`config.mk`:
```
export PLATFORM = sky130hd
export DESIGN_NAME = btn_event_unit
export DESIGN_NICKNAME = d
export VERILOG_FILES = /design/src/rtl/btn_pkg.sv /design/src/rtl/btn_debounce_cell.sv /design/src/rtl/btn_event_unit.sv
export SDC_FILE = /design/constraint.sdc
export NUM_CORES = 1
export LEC_CHECK = 0
export BUFFER_PORTS_ARGS = -buffer_cell sky130_fd_sc_hd__buf_2
export CAP_MARGIN = 15
export CORE_MARGIN = 2
export CORE_UTILIZATION = 45
export CTS_CLUSTER_SIZE = 40
export DETAILED_ROUTE_END_ITERATION = 7
export GPL_TIMING_DRIVEN = 0
export PLACE_DENSITY = 0.67
export SLEW_MARGIN = 20
export SYNTH_ARGS = -nofsm -noshare
export SYNTH_HDL_FRONTEND = slang
export SYNTH_HIERARCHICAL = 1
export SYNTH_SLANG_ARGS = --single-unit
```
`constraint.sdc`:
```
create_clock -name CLK -period 2 [get_ports CLK]
set_input_delay 0 -clock CLK [delete_from_list [all_inputs] [get_ports CLK]]
set_output_delay 0 -clock CLK [all_outputs]
set_load 0.01 [all_outputs]
```
`src/rtl/btn_pkg.sv`:
```
// Shared constants for the button front-end.
// Bit indices and clear-mask field offsets.
package btn_pkg;

  localparam int NUM_BTN = 4;

  localparam int BTN_L = 0;
  localparam int BTN_R = 1;
  localparam int BTN_U = 2;
  localparam int BTN_D = 3;

  localparam int PRESS_OFS   = 0;
  localparam int RELEASE_OFS = NUM_BTN;

endpackage

```
`src/rtl/btn_debounce_cell.sv`:
```
// One button: 2-flop synchroniser, debounce counter, stable level.
// Ports: CLK, RST_N, raw in; level, rise/fall one-cycle pulses out.
module btn_debounce_cell #(
  parameter int DEBOUNCE_CYCLES = 125000,
  parameter int CNT_W = $clog2(DEBOUNCE_CYCLES + 1)
) (
  input  logic CLK,
  input  logic RST_N,
  input  logic raw,
  output logic level,
  output logic rise,
  output logic fall
);

  localparam logic [CNT_W-1:0] LAST =
    CNT_W'(DEBOUNCE_CYCLES - 1);

  logic             meta;
  logic             sync;
  logic [CNT_W-1:0] cnt;
  logic             done;

  // Pulses are high on the edge where level flips,
  // derived only from registered state.
  assign done = (sync != level) && (cnt == LAST);
  assign rise = done & sync;
  assign fall = done & ~sync;

  always_ff @(posedge CLK or negedge RST_N) begin
    if (!RST_N) begin
      meta  <= 1'b0;
      sync  <= 1'b0;
      cnt   <= '0;
      level <= 1'b0;
    end else begin
      meta <= raw;
      sync <= meta;
      if (sync == level) begin
        cnt <= '0;
      end else if (done) begin
        level <= sync;
        cnt   <= '0;
      end else begin
        cnt <= cnt + 1'b1;
      end
    end
  end

endmodule

```
`src/rtl/btn_event_unit.sv`:
```
// Button front-end: debounced levels, sticky press/release flags, irq.
// Ports: CLK, RST_N, btn_raw, clr_strobe, clr_mask in; btn_level, btn_press, btn_release, irq out.
module btn_event_unit #(
  parameter int NUM_BTN = btn_pkg::NUM_BTN,
  parameter int DEBOUNCE_CYCLES = 125000,
  parameter int CNT_W = $clog2(DEBOUNCE_CYCLES + 1)
) (
  input  logic                 CLK,
  input  logic                 RST_N,
  input  logic [NUM_BTN-1:0]   btn_raw,
  output logic [NUM_BTN-1:0]   btn_level,
  output logic [NUM_BTN-1:0]   btn_press,
  output logic [NUM_BTN-1:0]   btn_release,
  input  logic                 clr_strobe,
  input  logic [2*NUM_BTN-1:0] clr_mask,
  output logic                 irq
);

  import btn_pkg::*;

  logic [NUM_BTN-1:0] rise;
  logic [NUM_BTN-1:0] fall;
  logic [NUM_BTN-1:0] clr_p;
  logic [NUM_BTN-1:0] clr_r;
  logic [NUM_BTN-1:0] press_nxt;
  logic [NUM_BTN-1:0] rel_nxt;

  for (genvar i = 0; i < NUM_BTN; i++) begin : g_cell
    btn_debounce_cell #(
      .DEBOUNCE_CYCLES(DEBOUNCE_CYCLES),
      .CNT_W          (CNT_W)
    ) u_cell (
      .CLK  (CLK),
      .RST_N(RST_N),
      .raw  (btn_raw[i]),
      .level(btn_level[i]),
      .rise (rise[i]),
      .fall (fall[i])
    );
  end

  // Set is OR-ed after the clear so a new event is never lost.
  always_comb begin
    clr_p     = '0;
    clr_r     = '0;
    if (clr_strobe) begin
      clr_p = clr_mask[PRESS_OFS +: NUM_BTN];
      clr_r = clr_mask[RELEASE_OFS +: NUM_BTN];
    end
    press_nxt = (btn_press & ~clr_p) | rise;
    rel_nxt   = (btn_release & ~clr_r) | fall;
  end

  always_ff @(posedge CLK or negedge RST_N) begin
    if (!RST_N) begin
      btn_press   <= '0;
      btn_release <= '0;
      irq         <= 1'b0;
    end else begin
      btn_press   <= press_nxt;
      btn_release <= rel_nxt;
      irq         <= |press_nxt;
    end
  end

endmodule

```
### Yosys cells after proc, flatten, opt, wreduce, memory -nomap -nowiden

Index checks and enable logic that the tools add are counted.

* add/sub/neg operators: 4
* equal/unequal tests: 12
* mux-type cells: 10
* bitwise gates (word level): 22
* reductions and logical operators: 9

Operators with widths (count)
* $mux W17: 8
* $add A17 B1 Y17 const B: 4
* $eq A17 B17 Y1 const B: 4
* $and A1 B1 Y1: 8
* $and A4 B4 Y4: 2
* $mux W4: 2
* $not A1 Y1: 8
* $not A4 Y4: 2
* $or A4 B4 Y4: 2
* $reduce_and A2 Y1: 4
* $eq A1 B1 Y1: 4
* $logic_and A1 B1 Y1: 4
* $ne A1 B1 Y1: 4
* $reduce_or A4 Y1: 1

* register bits: 89
* input port bits: 15

### Longest topological paths before layout

Gate-level depths: netlist of the first run.

* word-level depth: 5
* gate-level depth with buffers: 7

### Cells and area by module

Netlist of the first run, hierarchy kept.

Modules (own cells, without submodules)
* btn_debounce_cell: times used 4, cells each 94, area an instance 977.2 um^2, sequential area each 500.5 um^2
* btn_event_unit: times used 1, cells each 27, area an instance 336.6 um^2, sequential area each 225.2 um^2

### Worst setup path after synthesis of the first run

Ideal clock, no wire load.

* path type: register to register
* from: reg g_cell[2].u_cell.cnt[0]
* to: reg irq
* library setup time: 0.139 ns
* arrival: 1.700 ns
* required time: 1.861 ns
* path slack: 0.161 ns
* cell stages (with the launch flop): 7
* buffers on the path: 0
* period minus slack after synthesis: 1.839 ns
* cells stage by stage: dfrtp_1 ha_1 and4_2 nand4_1 nor3b_1 a21o_1 or4_1

* word-level cells in the longest chain between the ends: 5

Ends and longest elaborated chain
* from (decl): RTL line btn_debounce_cell.sv:20 `logic [CNT_W-1:0] cnt;`
* from (signal assigned): RTL line btn_debounce_cell.sv:44 `cnt <= cnt + 1'b1;`
* $eq A17 B17 Y1: RTL line btn_debounce_cell.sv:25 `assign done = (sync != level) && (cnt == LAST);`
* $logic_and A1 B1 Y1: RTL line btn_debounce_cell.sv:25
* $and A1 B1 Y1: RTL line btn_debounce_cell.sv:26 `assign rise = done & sync;`
* via rise[2]: RTL line btn_event_unit.sv:21 `logic [NUM_BTN-1:0] rise;`
* $or A4 B4 Y4: RTL line btn_event_unit.sv:50 `press_nxt = (btn_press & ~clr_p) | rise;`
* via press_nxt[2]: RTL line btn_event_unit.sv:25 `logic [NUM_BTN-1:0] press_nxt;`
* $reduce_or A4 Y1: RTL line btn_event_unit.sv:62 `irq <= |press_nxt;`
* to (signal assigned): RTL line btn_event_unit.sv:62
* to (decl): RTL line btn_event_unit.sv:16 `output logic irq`

The timed path passes the listed nets, and every way through them passes these cells.
A chain may end at the register's enable or synchronous reset.

### Worst setup path after layout of the first run

Ends and elaborated chain as after synthesis.

==> flow_metrics.tcl, run 1 <==
set metrics [dict create \
    synth.area.top_cells "dfrtp_1, xnor2_1, nor2_1, xor2_1, nand4_1" \
    layout_common_cells "dfrtp_1, nor2_1, xnor2_1" \
    drt_wl_total_um 8160 \
    start_util_pct 46.2 \
    finalNetCount 479 \
    cts_num_sinks 89 \
    finalCritPeriodShare_pct 96.5 \
    worst_path_max_delay_cell "or4_1" \
    clkLatencyLatePin_ps 350 \
    grt_pass1_vias 3093 \
    vias 3072 \
    antenna_found_initial 0 \
    drive_gt1_share_pct 16.8 \
    cts.clk_slew.worst_paths_ps 90 \
    grt_max_degree 47 \
    track_usage_pct 17.7 \
    arrival_ps 2150 \
    ios 28 \
    area_growth_pct 16.9 \
    firstDrtPassIters 4 \
    yosysTopAreaCellShare_pct 52.5 \
    first_iter_violations 85 \
    cp_max_fo 5 \
    outcome "complete, no violations" \
    tightestPinTransition_ps 586 \
    cap_violations 0 \
    root_buffer "clkbuf_8" \
    fp.dieW_um 101 \
    dieArea_um2 10200 \
    use_met1_pct 24.5 \
    routedWlPerCell_um 14.2 \
    final.setup_skew_ps 8.85 \
    ant_nets 0 \
    ys_seq_area_share_pct 52.5 \
    layout_commonest_cell "dfrtp_1" \
    grt.met2_usage_pct 28.2 \
    dpl.hpwl_um 5610 \
    syn_inst 403 \
    postSynthAreaPerCell_um2 10.5 \
    synth_area_um2 4250 \
    finalInstanceArea_um2 4960 \
    cp-start-kind "register" \
    n_antenna_cell 0 \
    tns_ps 0 \
    grt_pass1_wl_um 14500 \
    placed_area_um2 4540 \
    vias_per_cell 5.33 \
    powerDensity_nw_per_um2 681 \
    crit_type "reg2reg" \
    drc 0 \
    rsz0062_at_grt "no" \
    synth_fp_nets 422 \
    ir_drop_mv 0.395 \
    path_cells "ha_2 -> and4_2 -> nand4_1 -> nor3b_1 -> a21o_1 -> or4_1" \
    fmax_ghz 0.518 \
    end_kind "register" \
    core_um2 9200 \
    finalHoldViolCount 0 \
    overflow 0 \
    drv_slew 0 \
    final-setup-viol-count 0 \
    htreeDepth 3 \
    yosysTopAreaCell "dfrtp_1" \
    critPathRequiredTime_ps 2220 \
    n_fill_cell 795 \
    top_usage_layer "met2" \
    place_ws_ps 4.85 \
    ys_ff_latch 89 \
    min_path_type "in2reg" \
    worst_slack_ps 69.7 \
    p_leak_nw 2.19 \
    met3_usage_pct 3.80 \
    ys_warn_count 6 \
    post-route-min-period_ps 1930 \
    synth_cell_types 28 \
    num_rows 35 \
    numPortBuffers 26 \
    relSlewSlack_pct 60.9 \
    critPathMaxStageDelay_ps 510 \
    numCtsBuffers 9 \
    cts_buffer_depth 2 \
    die-height_um 101 \
    gp_congestion 0.834 \
    cts_tree "done" \
]
-- per-layer routing --
metal | vias up | wire length, µm
li1 | 1521 | -
met1 | 1499 | 3950
met4 | 0 | 44
met5 | - | 0
met2 | 50 | 3920
met3 | 2 | 249
-- repair_timing --
action,in CTS,in global routing
setup endpoints to repair,1,8
resized for setup,1,3
buffers inserted,0,1
cloned,0,0
hold buffers,18,0
hold endpoints to repair,55,0
-- where the power goes --
part / switching [W] / total (W) / internal [W] / leakage (nW)
Clock: 0.000646 / 0.00136 / 0.000715 / 0.111
Sequential: 0.0000281 / 0.00185 / 0.00183 / 1.22
Combinational: 0.0000934 / 0.000169 / 0.0000752 / 0.866
Total: 0.000768 / 0.00338 / 0.00262 / 2.19
-- flip-flops by register name (all words and copies together) (netlist names) --
| register | flops |
|---|---|
| btn_release | 4 |
| irq | 1 |
| g_cell.u_cell/sync | 4 |
| g_cell.u_cell/cnt | 68 |
| btn_press | 4 |
| g_cell.u_cell/level | 4 |
| g_cell.u_cell/meta | 4 |
-- stage by stage --
step           hold slack, ps  power (W)  instances  util (%)
6_report                 30.3    0.00338        576      54.0
5_1_grt                  14.0    0.00354        576      54.0
4_1_cts                  15.5    0.00344        575      53.8
3_5_place_dp             51.5    0.00203        541      49.4
3_3_place_gp              110    0.00202        540      49.1
2_1_floorplan            -296    0.00195        403         -
-- Yosys cell counts, drive strengths merged --
| master | instances |
|---|---|
| dfrtp | 89 |
| nor2 | 68 |
| xnor2 | 36 |
| nand3 | 28 |
| nand4 | 24 |
| xor2 | 24 |
| nand2 | 20 |
| nor4 | 16 |
| buf | 13 |
| a21o | 8 |
| and3 | 8 |
| and4 | 8 |
| inv | 8 |
| nor3 | 8 |
| nor3b | 8 |
| nor4bb | 8 |
| or4 | 5 |
| a21oi | 4 |
| ha | 4 |
| mux2 | 4 |
| nand2b | 4 |
| o31ai | 4 |
| or3 | 4 |
-- worst paths after layout --
check                                                          to  cells after the start  slack (ps)                               from
worst max-delay path                                irq$_DFF_PN0_                      6          70  g_cell[2].u_cell/cnt[0]$_DFF_PN0_
min in group asynchronous       g_cell[0].u_cell/cnt[5]$_DFF_PN0_                      2         200                              RST_N
worst min register to register    g_cell[3].u_cell/sync$_DFF_PN0_                      0         360    g_cell[3].u_cell/meta$_DFF_PN0_
worst max register to register                      irq$_DFF_PN0_                      6          70  g_cell[2].u_cell/cnt[0]$_DFF_PN0_
worst min-delay path                       btn_press[1]$_DFF_PN0_                      3          30                         clr_strobe
max in group asynchronous       g_cell[3].u_cell/cnt[9]$_DFF_PN0_                      3        1170                              RST_N
-- worst max-delay path, delay by kind of cell, from the launching register on --
kind	cells	cell delay, ps
adders and majority gates	1	240
AOI/OAI and AO/OA	1	160
and+or+nand+nor	4	1000
DFF	1	420
-- kinds of logic (layout without fill, tap and decap cells) --
| logic type | after synthesis | count (layout) | share of synthesized area (%) |
|---|---|---|---|
| compound gates | 16 | 16 | 2.59 |
| xor+xnor | 60 | 60 | 12.4 |
| fa+ha+maj | 4 | 4 | 1.18 |
| buf+inv | 21 | 83 | 2.98 |
| flops | 89 | 89 | 52.5 |
| mux | 4 | 4 | 1.06 |
| simple gates | 209 | 209 | 27.4 |
-- layout make-up --
cell class,instances,area (µm²),area share [%]
Sequential cell,89,2230,44.9
Multi-Input combinational cell,293,1900,38.3
Timing Repair Buffer,46,348,7.01
Tap cell,111,139,2.80
Clock buffer,9,124,2.49
Clock inverter,7,98.8,1.99
Buffer,13,96.3,1.94
Inverter,8,30.0,0.605
(Power assumes the default switching activity.)
==> inputs of run 2 (changes only) <==
Settings changed: PLACE_DENSITY 0.67 to 0.64.
Clock period 2 ns to 2.15 ns, I/O delays scaled along.
==> flow_metrics.tcl, run 2 (same netlist as run 1, synthesis figures left out) <==
set metrics [dict create \
    vias_per_cell 5.26 \
    rsz0062_at_grt "no" \
    critPathRequiredTime_ps 2380 \
    end_kind "register" \
    num_rows 35 \
    grt_pass1_wl_um 14100 \
    antenna_found_initial 0 \
    finalCritPeriodShare_pct 92.6 \
    n_antenna_cell 0 \
    crit_type "reg2reg" \
    arrival_ps 2220 \
    r2r-start "g_cell[2].u_cell/cnt[0]$_DFF_PN0_" \
    worst_path_max_delay_cell "or4_1" \
    routedWlPerCell_um 14.1 \
    firstDrtPassIters 4 \
    wl_met2_um 3680 \
    dpl.hpwl_um 5590 \
    drv_slew 0 \
    rr_endpoint "irq$_DFF_PN0_" \
    largest_reg_flops 68 \
    cts_buffer_depth 2 \
    start_util_pct 46.2 \
    numPortBuffers 26 \
    tns_ps 0 \
    place_ws_ps 162 \
    wl_met1_um 4060 \
    final.setup_skew_ps 9.07 \
    whs_endpoint "btn_press[0]$_DFF_PN0_" \
    area_growth_pct 16.7 \
    min_path_type "in2reg" \
    placed_area_um2 4540 \
    overflow 0 \
    cap_violations 0 \
    min_from "clr_strobe" \
    final-setup-viol-count 0 \
    critPathMaxStageDelay_ps 510 \
    cts.clk_slew.worst_paths_ps 90 \
    highest_layer "met4" \
    n_fill_cell 828 \
    path_cells "ha_1 -> and4_2 -> nand4_1 -> nor3b_1 -> a21o_1 -> or4_1" \
    ctsHoldBuffers 19 \
    outcome "complete, no violations" \
    finalHoldViolCount 0 \
    top_register "g_cell.u_cell/cnt" \
    totalPowerFinal_w 0.00314 \
    die-height_um 101 \
    cp-start-kind "register" \
    powerDensity_nw_per_um2 634 \
    fmax_ghz 0.503 \
    grt_max_degree 54 \
    met3_length_um 260 \
    track_usage_pct 17.5 \
    first_iter_violations 85 \
    core_um2 9200 \
    relSlewSlack_pct 67.2 \
    worst_slack_ps 160 \
    clkLatencyLatePin_ps 350 \
    numCtsBuffers 9 \
    ir_drop_mv 0.371 \
    post-route-min-period_ps 1990 \
    cts_num_sinks 89 \
    drt_wl_total_um 8110 \
    layout_common_cells "dfrtp_1, nor2_1, xnor2_1" \
    root_buffer "clkbuf_8" \
    tightestPinTransition_ps 492 \
    cp_max_fo 5 \
    ff2ff_setup_slack_ps 160 \
    drc 0 \
    vias 3028 \
    grt_pass1_vias 2883 \
    ant_nets 0 \
    cts_setup_buffers 0 \
    cts_tree "done" \
    dieArea_um2 10200 \
    layout_commonest_cell "dfrtp_1" \
    fp.dieW_um 101 \
    finalNetCount 479 \
    drive_gt1_share_pct 15.3 \
    p_leak_nw 2.20 \
    htreeDepth 3 \
    ios 28 \
    finalInstanceArea_um2 4960 \
    cts_resized 0 \
    hold-path-cell-count 3 \
    rr_worst_depth 6 \
    gp_congestion 0.799 \
]
## run 2: power by group
group	internal, W	switching [W]
logic	0.0000691	0.0000850
registers	0.00170	0.0000257
clock network	0.000690	0.000576
## run 2: per-stage QoR
stage               util, %  hold slack [ps]  std cells
floorplan                 -             -296        403
global placement       49.1              108        540
detailed placement     49.4             5.60        541
CTS                    53.9             8.76        576
global route           53.9             19.2        576
finish                 53.9             25.9        576
## run 2: critical path: cells and delay by family, from the launching register on
kind                       cells  cell delay [ps]
adders and majority gates      1              280
AOI/OAI and AO/OA              1              170
and+or+nand+nor                4             1010
DFF                            1              410
## run 2: final cells by class
| cell class | count | area, µm² | area share [%] |
|---|---|---|---|
| flip-flops and latches | 89 | 2230 | 44.9 |
| multi-input cells | 293 | 1890 | 38.2 |
| repair buffers | 46 | 350 | 7.07 |
| clock buffers | 12 | 145 | 2.93 |
| well taps | 111 | 139 | 2.80 |
| plain buffers | 13 | 96.3 | 1.94 |
| clock inverters | 4 | 76.3 | 1.54 |
| inverters | 8 | 30.0 | 0.606 |
## run 2: metal layers
| metal | up-vias | global-route usage, % |
|---|---|---|
| met5 | - | 0 |
| met4 | 0 | 7.07 |
| met3 | 8 | 3.04 |
| met2 | 46 | 26.7 |
| met1 | 1443 | 25.0 |
| li1 | 1531 | - |
## run 2: how the worst max path moves through the flow
stage,end,slack (ps),start,cells past startpoint
global placement,irq$_DFF_PN0_,170,g_cell[3].u_cell/cnt[0]$_DFF_PN0_,6
floorplan,irq$_DFF_PN0_,310,g_cell[2].u_cell/cnt[0]$_DFF_PN0_,6
global route,irq$_DFF_PN0_,30,g_cell[3].u_cell/cnt[0]$_DFF_PN0_,6
detailed placement,irq$_DFF_PN0_,160,g_cell[3].u_cell/cnt[0]$_DFF_PN0_,6
CTS,irq$_DFF_PN0_,150,g_cell[3].u_cell/cnt[0]$_DFF_PN0_,6
finish,irq$_DFF_PN0_,160,g_cell[2].u_cell/cnt[0]$_DFF_PN0_,6
==> inputs of run 3 (changes only) <==
Settings changed: BUFFER_PORTS_ARGS -buffer_cell sky130_fd_sc_hd__buf_2 to not set, DONT_BUFFER_PORTS set to 1, PLACE_DENSITY 0.64 to 0.62, REMOVE_ABC_BUFFERS set to 1.
==> flow_metrics.tcl, run 3 (same netlist as run 1, synthesis figures left out) <==
set metrics [dict create \
    outcome "complete, no violations" \
    drt_wl_total_um 7860 \
    final.setup_skew_ps 12.0 \
    cap_violations 0 \
    n_antenna_cell 0 \
    root_buffer "clkbuf_8" \
    track_usage_pct 16.9 \
    cp-start-kind "register" \
    htreeDepth 3 \
    final-setup-viol-count 0 \
    cts_setup_buffers 0 \
    finalHoldViolCount 0 \
    routedWlPerCell_um 14.8 \
    ir_drop_mv 0.346 \
    crit_buf_inv 0 \
    place_ws_ps 112 \
    dpl.hpwl_um 5180 \
    worst_path_max_delay_cell "or4_1" \
    overflow 0 \
    switching_power_w 0.000715 \
    drc 0 \
    place_inst 501 \
    top_register "g_cell.u_cell/cnt" \
    stdcell_count 532 \
    seqPwrFrac_pct 54.7 \
    vias_per_cell 5.38 \
    die-height_um 101 \
    p_leak_nw 2.00 \
    dieArea_um2 10200 \
    path_delay_family "simple AND/OR/NAND/NOR gates" \
    crit_type "reg2reg" \
    cts.clk_slew.worst_paths_ps 90 \
    cts_tree "done" \
    fmax_ghz 0.494 \
    firstDrtPassIters 4 \
    path_cells "ha_1 -> and4_2 -> nand4_1 -> nor3b_1 -> a21o_1 -> or4_1" \
    grt_pass1_wl_um 13600 \
    cts_num_sinks 89 \
    internal-power_w 0.00244 \
    num_rows 35 \
    tightestPinTransition_ps 618 \
    first_iter_violations 98 \
    clkLatencyLatePin_ps 350 \
    combinationalPowerShare_pct 4.0 \
    grt_max_degree 90 \
    start_util_pct 46.2 \
    rsz0062_at_grt "no" \
    n_fill_cell 850 \
    fp.dieW_um 101 \
    grt_pass1_vias 2768 \
    powerDensity_nw_per_um2 673 \
    whs_ps 195 \
    area_growth_pct 10.3 \
    worst_slack_ps 127 \
    cts_buffer_depth 2 \
    cp_max_fo 5 \
    post-route-min-period_ps 2020 \
    largest_reg_flops 68 \
    core_um2 9200 \
    numPortBuffers 0 \
    drv_slew 0 \
    antenna_found_initial 1 \
    gp_congestion 0.834 \
    min_path_type "in2reg" \
    finalCritPeriodShare_pct 94.1 \
    p_sw_share_pct 22.7 \
    relSlewSlack_pct 58.8 \
    layout_common_cells "dfrtp_1, nor2_1, xnor2_1" \
    arrival_ps 2250 \
    critPathRequiredTime_ps 2380 \
    ant_nets 0 \
    vias 2862 \
    critPathMaxStageDelay_ps 500 \
    drive_gt1_share_pct 8.08 \
    finalNetCount 435 \
    layout_commonest_cell "dfrtp_1" \
    cts_resized 0 \
    p_clk_share_pct 41.3 \
    numCtsBuffers 9 \
    end_kind "register" \
    tns_ps 0 \
    ios 28 \
]
run 3: cell types whose count changed in the layout (fill, tap and decap cells not counted):
cell	before	now
buf_6	5	0
dlygate4sd3_1	19	14
clkbuf_1	2	0
buf_2	33	0
buf_4	1	0
inv_6	0	1
clkinv_2	0	1
run 3: stage by stage:
step,area (µm²),power [W],utilization (%)
floorplan,4150,0.00180,-
global placement,4290,0.00182,46.6
detailed placement,4290,0.00182,46.6
CTS,4680,0.00320,50.9
global route,4680,0.00329,50.9
finish,4680,0.00315,50.9
run 3: cell type report:
| cell class | count | area (µm²) | share of cell area, % |
|---|---|---|---|
| Sequential cell | 89 | 2230 | 47.6 |
| Multi-Input combinational cell | 293 | 1890 | 40.4 |
| Timing Repair Buffer | 15 | 168 | 3.58 |
| Tap cell | 111 | 139 | 2.97 |
| Clock buffer | 10 | 138 | 2.94 |
| Clock inverter | 6 | 90.1 | 1.92 |
| Inverter | 8 | 30.0 | 0.641 |
run 3: power groups by stage:
| stage | Sequential, W | Clock, W | Combinational (W) |
|---|---|---|---|
| 2_1_floorplan | 0.00175 | 0 | 0.0000534 |
| 6_report | 0.00172 | 0.00130 | 0.000126 |
| 4_1_cts | 0.00172 | 0.00134 | 0.000131 |
| 3_5_place_dp | 0.00176 | 0 | 0.0000657 |
| 5_1_grt | 0.00173 | 0.00141 | 0.000148 |
| 3_3_place_gp | 0.00176 | 0 | 0.0000651 |
run 3: worst paths after layout:
| kind | startpoint | depth (start not counted) | to | slack (ps) |
|---|---|---|---|---|
| min reg2reg | g_cell[0].u_cell/meta$_DFF_PN0_ | 0 | g_cell[0].u_cell/sync$_DFF_PN0_ | 360 |
| min in group asynchronous | RST_N | 2 | g_cell[0].u_cell/cnt[10]$_DFF_PN0_ | 210 |
| max | g_cell[3].u_cell/cnt[0]$_DFF_PN0_ | 6 | irq$_DFF_PN0_ | 130 |
| min | btn_raw[0] | 1 | g_cell[0].u_cell/meta$_DFF_PN0_ | 190 |
| max in group asynchronous | RST_N | 2 | g_cell[2].u_cell/cnt[0]$_DFF_PN0_ | 1570 |
| max reg2reg | g_cell[3].u_cell/cnt[0]$_DFF_PN0_ | 6 | irq$_DFF_PN0_ | 130 |
run 3: per-layer routing:
layer	wire length [µm]	GRT usage, %
met2	3530	25.4
met5	13	0
met1	3910	24.0
met3	284	4.07
met4	122	6.03
run 3: repair_timing:
action                                 CTS  global route
hold buffers                            15             0
endpoints found under the hold margin  102             0
setup endpoints to repair                0             0
